## src/rtl/dmem_bridge.sv

```systemverilog
// dmem_bridge: converts M-stage load/store requests into a two-phase
// (address-accept, data-complete) bus handshake. The pipeline is frozen with
// stallM while an access is outstanding. A saturating wait counter aborts
// accesses that take too long and raises a sticky bus_err flag.
module dmem_bridge #(
   parameter int unsigned MAX_WAIT = 255
) (
   input  logic        clk,
   input  logic        rst,
   input  logic        memreadM,
   input  logic [3:0]  memwriteM,
   input  logic [31:0] aluoutM,
   input  logic [31:0] writedataM,
   output logic [31:0] readdataM,
   output logic        stallM,
   output logic        data_req,
   output logic        data_wr,
   output logic [3:0]  data_wstrb,
   output logic [31:0] data_addr,
   output logic [31:0] data_wdata,
   input  logic        data_addr_ok,
   input  logic        data_data_ok,
   input  logic [31:0] data_rdata,
   output logic        bus_err
);

   // Counter is wide enough to hold MAX_WAIT itself; it saturates there.
   localparam int unsigned CW = (MAX_WAIT < 1) ? 1 : $clog2(MAX_WAIT + 1);
   localparam logic [CW-1:0] MAX_CNT = CW'(MAX_WAIT);

   typedef enum logic [1:0] {
      S_IDLE = 2'd0,
      S_REQ  = 2'd1,
      S_WAIT = 2'd2,
      S_DONE = 2'd3
   } state_t;

   state_t        r_state;
   logic [CW-1:0] r_cnt;
   logic          r_is_read;

   logic          w_access;
   logic          w_store;
   logic [CW-1:0] w_cnt_inc;
   logic          w_cnt_hit;

   // A store wins over a load when both are requested.
   assign w_access  = memreadM | (memwriteM != 4'd0);
   assign w_store   = (memwriteM != 4'd0);
   // Saturating increment; the timeout fires when this cycle brings the count to MAX_WAIT.
   assign w_cnt_inc = (r_cnt == MAX_CNT) ? r_cnt : (r_cnt + CW'(1'b1));
   assign w_cnt_hit = (w_cnt_inc == MAX_CNT);

   // Pipeline freeze: asserted as soon as an access shows up in IDLE, released in DONE.
   always_comb begin
      stallM = 1'b0;
      case (r_state)
         S_IDLE:  stallM = w_access;
         S_REQ:   stallM = 1'b1;
         S_WAIT:  stallM = 1'b1;
         S_DONE:  stallM = 1'b0;
         default: stallM = 1'b0;
      endcase
   end

   // Bridge FSM with registered bus outputs, wait counter, load data and error flag.
   always_ff @(posedge clk or negedge rst) begin
      if (!rst) begin
         r_state    <= S_IDLE;
         r_cnt      <= '0;
         r_is_read  <= 1'b0;
         readdataM  <= 32'd0;
         bus_err    <= 1'b0;
         data_req   <= 1'b0;
         data_wr    <= 1'b0;
         data_wstrb <= 4'd0;
         data_addr  <= 32'd0;
         data_wdata <= 32'd0;
      end else begin
         case (r_state)
            S_IDLE: begin
               if (w_access) begin
                  // The data_* registers double as the holding registers for the access.
                  r_state    <= S_REQ;
                  r_cnt      <= '0;
                  r_is_read  <= ~w_store;
                  data_req   <= 1'b1;
                  data_wr    <= w_store;
                  data_wstrb <= memwriteM;
                  data_addr  <= aluoutM;
                  data_wdata <= writedataM;
               end else begin
                  r_state <= S_IDLE;
               end
            end
            S_REQ: begin
               r_cnt <= w_cnt_inc;
               // Leaving REQ for any reason returns the bus outputs to zero.
               if (data_addr_ok || w_cnt_hit) begin
                  data_req   <= 1'b0;
                  data_wr    <= 1'b0;
                  data_wstrb <= 4'd0;
                  data_addr  <= 32'd0;
                  data_wdata <= 32'd0;
               end else begin
                  data_req <= 1'b1;
               end
               // data_ok without addr_ok is not a completion and is ignored here.
               if (data_addr_ok && data_data_ok) begin
                  r_state <= S_DONE;
                  if (r_is_read) begin
                     readdataM <= data_rdata;
                  end else begin
                     readdataM <= readdataM;
                  end
               end else if (w_cnt_hit) begin
                  r_state <= S_DONE;
                  bus_err <= 1'b1;
                  if (r_is_read) begin
                     readdataM <= 32'd0;
                  end else begin
                     readdataM <= readdataM;
                  end
               end else if (data_addr_ok) begin
                  r_state <= S_WAIT;
               end else begin
                  r_state <= S_REQ;
               end
            end
            S_WAIT: begin
               r_cnt <= w_cnt_inc;
               if (data_data_ok) begin
                  r_state <= S_DONE;
                  if (r_is_read) begin
                     readdataM <= data_rdata;
                  end else begin
                     readdataM <= readdataM;
                  end
               end else if (w_cnt_hit) begin
                  r_state <= S_DONE;
                  bus_err <= 1'b1;
                  if (r_is_read) begin
                     readdataM <= 32'd0;
                  end else begin
                     readdataM <= readdataM;
                  end
               end else begin
                  r_state <= S_WAIT;
               end
            end
            S_DONE: begin
               // One-cycle release so the pipeline can advance; bus inputs are ignored.
               r_state <= S_IDLE;
            end
            default: begin
               r_state    <= S_IDLE;
               data_req   <= 1'b0;
               data_wr    <= 1'b0;
               data_wstrb <= 4'd0;
               data_addr  <= 32'd0;
               data_wdata <= 32'd0;
            end
         endcase
      end
   end

endmodule

```

## config.mk

```make
export PLATFORM = sky130hd
export DESIGN_NAME = dmem_bridge
export DESIGN_NICKNAME = d
export VERILOG_FILES = /design/src/rtl/dmem_bridge.sv
export SDC_FILE = /design/constraint.sdc
export NUM_CORES = 1
export LEC_CHECK = 0
export CAP_MARGIN = 25
export CORE_MARGIN = 2
export CORE_UTILIZATION = 40
export DETAILED_ROUTE_END_ITERATION = 10
export PLACE_DENSITY = 0.71
export SLEW_MARGIN = 20
export SYNTH_ARGS = -nofsm -noshare
export SYNTH_HDL_FRONTEND = slang
export SYNTH_SLANG_ARGS = --single-unit
```

## constraint.sdc

```tcl
create_clock -name clk -period 4.3 [get_ports clk]
set_clock_uncertainty 0.1 [all_clocks]
set_input_delay 1.29 -clock clk [delete_from_list [all_inputs] [get_ports clk]]
set_output_delay 1.29 -clock clk [all_outputs]
set_load 0.1 [all_outputs]
```

# [After elaboration in Yosys (flattened, before gate mapping)]
# Index checks and enable logic that the tools add are counted.
[totals] reg_bits=114 elab_cells=70
[op_classes] add_sub_neg=1 eq_ne=9 muxes=35 n_bitwise=2 reduce_logical=13
[op_table] op="32-bit two-way mux" n=8
[op_table] op="32-bit case mux with 2 select lines" n=3
[op_table] op="8-bit == test, second input constant" n=2
[op_table] op="8-bit two-way mux" n=2
[op_table] op="8-bit case mux with 2 select lines" n=1
[op_table] op="1-bit two-way mux" n=10
[op_table] op="8-bit by 1-bit adder with 8-bit output, second input constant" n=1
[op_table] op="4-bit two-way mux" n=2
[op_table] op="2-bit != test, second input constant" n=4
[op_table] op="2-bit case mux with 4 select lines" n=1
[op_table] op="4-bit case mux with 2 select lines" n=1
[op_table] op="2-bit two-way mux" n=3
[op_table] op="1-bit case mux with 2 select lines" n=3
[op_table] op="2-bit AND reduction" n=3
[op_table] op="3-bit AND reduction" n=2
[op_table] op="2-bit nonzero test" n=3
[op_table] op="2-bit == test, second input constant" n=2
[op_table] op="4-bit nonzero test" n=1
[op_table] op="1-bit case mux with 3 select lines" n=1
[op_table] op="2-bit by 1-bit == test with 1-bit output, second input constant" n=1
[op_table] op="2-bit zero test" n=1
[op_table] op="2-bit OR reduction" n=1
[op_table] op="1-bit logical AND" n=1
[op_table] op="1-bit logical OR" n=1
[op_table] op="other kinds (2)" n=2

# [Depth between registers and ports, before layout]
[depth] word_depth=6 ltp_mapped=10 depth_no_buf=7

# [Least setup slack after synthesis]
# Ideal clock, no wire load.
[synth_path] path_kind="input to output" startpoint="in memwriteM[3]" endpoint="out stallM" t_arrival_ns=2.867 t_required_ns=2.910 setup_slack_ns=0.043 stages=4 path_cell_list="or4_4 nor3_2 nor2_1 clkbuf_1"
[synth_between] elab_chain_len=3
[synth_lines] item="from (decl)" line_no="11" text="input logic [3:0] memwriteM,"
[synth_lines] item="4-bit nonzero test" line_no="48" text="assign w_access = memreadM | (memwriteM != 4'd0);"
[synth_lines] item="1-bit bitwise OR" line_no="48"
[synth_lines] item="1-bit case mux with 3 select lines" line_no="57" text="case (r_state)"
[synth_lines] item="to (decl)" line_no="15" text="output logic stallM,"
# Every way passes these cells.

# [Final worst setup path]
# Same ends and word-level chain as after synthesis.

==> metrics.cfg <==
[power_and_ir_drop]
p_leak_nw = 3.88
max-vdd-ir-drop_uv = 606
total_power_w = 0.00806
powerDensity_mw_per_mm2 = 885

[floorplan]
row_count = 46
ioPinCount = 209
die_y_um = 130
initial_core_util_pct = 40.3
core_area_mm2 = 0.0157
die_area_mm2 = 0.0169
die_x_um = 130

[clock_network]
htreeDepth = 4
cts_tree = built
cts_root_buffer = clkbuf_16
clk_latency_ns = 0.41
clk_path_buf_depth = 2
clk_pin_slew_ns = 0.06
cts_made_buffers = 17
hold_buffers = 0
cts_resized = 0
post-cts-setup-buffer-count = 0
cts.sinks = 114

[synthesis]
synth-seq-cells = 114
syn_area_mm2 = 0.00634
synth.top_cell.area_share_pct = 45.0
synth.largest_area_cell = dfrtp_1
synthTopCellsByArea = dfrtp_1, nand2_1, and3_1
synth_cells = 746
synth.distinct_cells = 45
syn-num-nets = 856
postSynth.asyncResetShare_pct = 100
avgSynthCellArea_um2 = 8.50
ys_warn_count = 0
synth_edf_count = 0
ys.flop_type = dfrtp_1
yosysSeqAreaShare_pct = 45.0

[sta]
finalCritPeriodShare_pct = 97.3
setup_viol = 0
slew-limit-headroom_pct = 30.8
setup_tns_ns = 0
max_freq_mhz = 239
finalCriticalPeriod_ns = 4.18
rsz0062_at_grt = false
worst_slack_ns = 0.118
worst_pin_slew_ns = 1.03
hold_viol = 0
drv_slew = 0

[outcome]
outcome = finished, final reports clean

[worst_setup_path]
crit_chain = clkdlybuf4s50_1, or4_4, nor3_4, nor2_1, buf_12
crit_family = simple AND/OR/NAND/NOR gates
cp.arrival_ns = 2.79
crit_path_end_kind = primary output
critPathKind = input pin to primary output
cpMaxStageDelayCell = or4_4
cp_slowest_stage_delay_ns = 0.60
critPathLaunchType = input pin
critical_path_buf_inv_count = 2
crit_start = memwriteM[3]
crit_required_ns = 2.91
timing.rr.start = r_state[0]$_DFF_PN0_
cp_max_fo = 5

[layout]
multi_input_area_mm2 = 0.00316
drive_above_1_share_pct = 7.26
seqCellArea_mm2 = 0.00285
diodes = 0
final_area_mm2 = 0.00911
fin_util_pct = 58.0
final_nets = 1022
area_delta_synth_final_pct = 43.7
fillers = 1437

[worst_hold_path]
min_from = bus_err$_DFFE_PN0P_
hp-class = flip-flop to flip-flop

[routing]
routedWlPerCell_um = 17.1
vias = 6291
antenna_left = 0
drt-total-wl_um = 19500
drt_iter0_markers = 490
drt-vias-per-instance = 5.52
dr.pass1.iters = 5
drcViolationCount = 0

[global_route]
antenna_found_initial = 0
grt_max_degree = 75
track_usage_pct = 23.0
grt-ovfl-total = 0
grt_pass1_wl_um = 31000
grt_pass1_vias = 5855

[flow_run]
drv_cap = 0

[placed_design]
place_congestion = 0.813
port_buffers = 208
pre_cts_ws_ns = 0.116
hpwl_um = 11800
placed_cell_area_mm2 = 0.00852

[per-layer routing]
layer	vias up	GRT usage, %	part of all wire, %
met3	19	7.71	8.9
li1	3033	-	-
met1	2990	30.5	43
met4	0	7.02	1.5
met2	249	36.0	46
met5	-	0	0
[cell type report]
type                       count  share of cell area (%)
tap                          216                    2.97
sequential                   114                    31.3
clock buffer                  25                    5.44
clock inverter                 5                    1.10
timing repair buffer         221                    24.2
multi-input combinational    551                    34.7
inverter                       7                   0.288
[per-stage QoR]
step                cells  hold WS [ns]
floorplan             746         0.406
global placement     1108         0.350
detailed placement   1109         0.386
CTS                  1139         0.399
global route         1139         0.418
finish               1139         0.400
[power by group]
| part | internal, W | switching, W | leakage [nW] |
|---|---|---|---|
| registers | 0.00143 | 0.000326 | 1.36 |
| clock network | 0.000965 | 0.000475 | 0.293 |
| logic | 0.00130 | 0.00357 | 2.23 |
| total | 0.00369 | 0.00437 | 3.88 |
[layout by cell type (no fill, tap or decap), types with 2 or more instances in the layout]
| cell | n |
|---|---|
| o21ai_0 | 39 |
| clkbuf_16 | 17 |
| nand3_1 | 4 |
| ha_2 | 2 |
| nor2_1 | 5 |
| ha_1 | 3 |
| buf_12 | 2 |
| o22ai_1 | 2 |
| o221ai_1 | 68 |
| buf_4 | 14 |
| nor3_4 | 2 |
| clkbuf_8 | 4 |
| clkinv_2 | 2 |
| a31oi_1 | 4 |
| o2bb2ai_1 | 2 |
| nand2_1 | 180 |
| a21oi_2 | 13 |
| mux2i_1 | 6 |
| and2_1 | 5 |
| a21oi_1 | 95 |
| and3_1 | 96 |
| dfrtp_1 | 114 |
| clkbuf_1 | 4 |
| inv_1 | 6 |
| nand4_1 | 2 |
| bufinv_16 | 3 |
| clkdlybuf4s50_1 | 204 |
| nor3_1 | 3 |
[cells by family (layout without fill, tap and decap cells)]
kind of cell | after synthesis | in the layout | synth area share [%]
and+or+nand+nor | 304 | 304 | 23.0
buffers and inverters | 81 | 258 | 5.62
AOI/OAI and AO/OA | 236 | 236 | 24.4
muxes | 6 | 6 | 0.947
DFF | 114 | 114 | 45.0
adders and majority gates | 5 | 5 | 0.987
[registers in the layout, indices dropped and copies added, names as in the netlist, named ones only]
signal      cells
data_req        1
data_addr      32
data_wdata     32
r_cnt           8
data_wstrb      4
data_wr         1
r_state         1
bus_err         1
r_is_read       1
readdataM      32
[synthesized netlist by cell type (2+ instances only)]
library cell / count
nand2_1: 180
dfrtp_1: 114
and3_1: 96
a21oi_1: 95
o221ai_1: 68
clkbuf_1: 56
o21ai_0: 39
a21oi_2: 13
buf_2: 9
inv_1: 7
mux2i_1: 6
and2_1: 5
ha_1: 5
nor2_1: 5
a31oi_1: 4
buf_6: 4
nand3_1: 4
buf_4: 3
nor3_1: 3
buf_1: 2
nand4_1: 2
o22ai_1: 2
o2bb2ai_1: 2
[worst paths after layout]
check | end | slack [ns] | cells past startpoint
setup / recovery | stallM | 0.12 | 5
hold / removal | bus_err$_DFFE_PN0P_ | 0.40 | 1
min in group asynchronous | readdataM[7]$_DFFE_PN0P_ | 0.84 | 1
setup reg to reg | data_wdata[7]$_DFFE_PN0P_ | 1.02 | 8
hold reg to reg | bus_err$_DFFE_PN0P_ | 0.40 | 1
max in group asynchronous | data_addr[29]$_DFFE_PN0P_ | 2.46 | 2
Power figures use the tool's default switching activity.
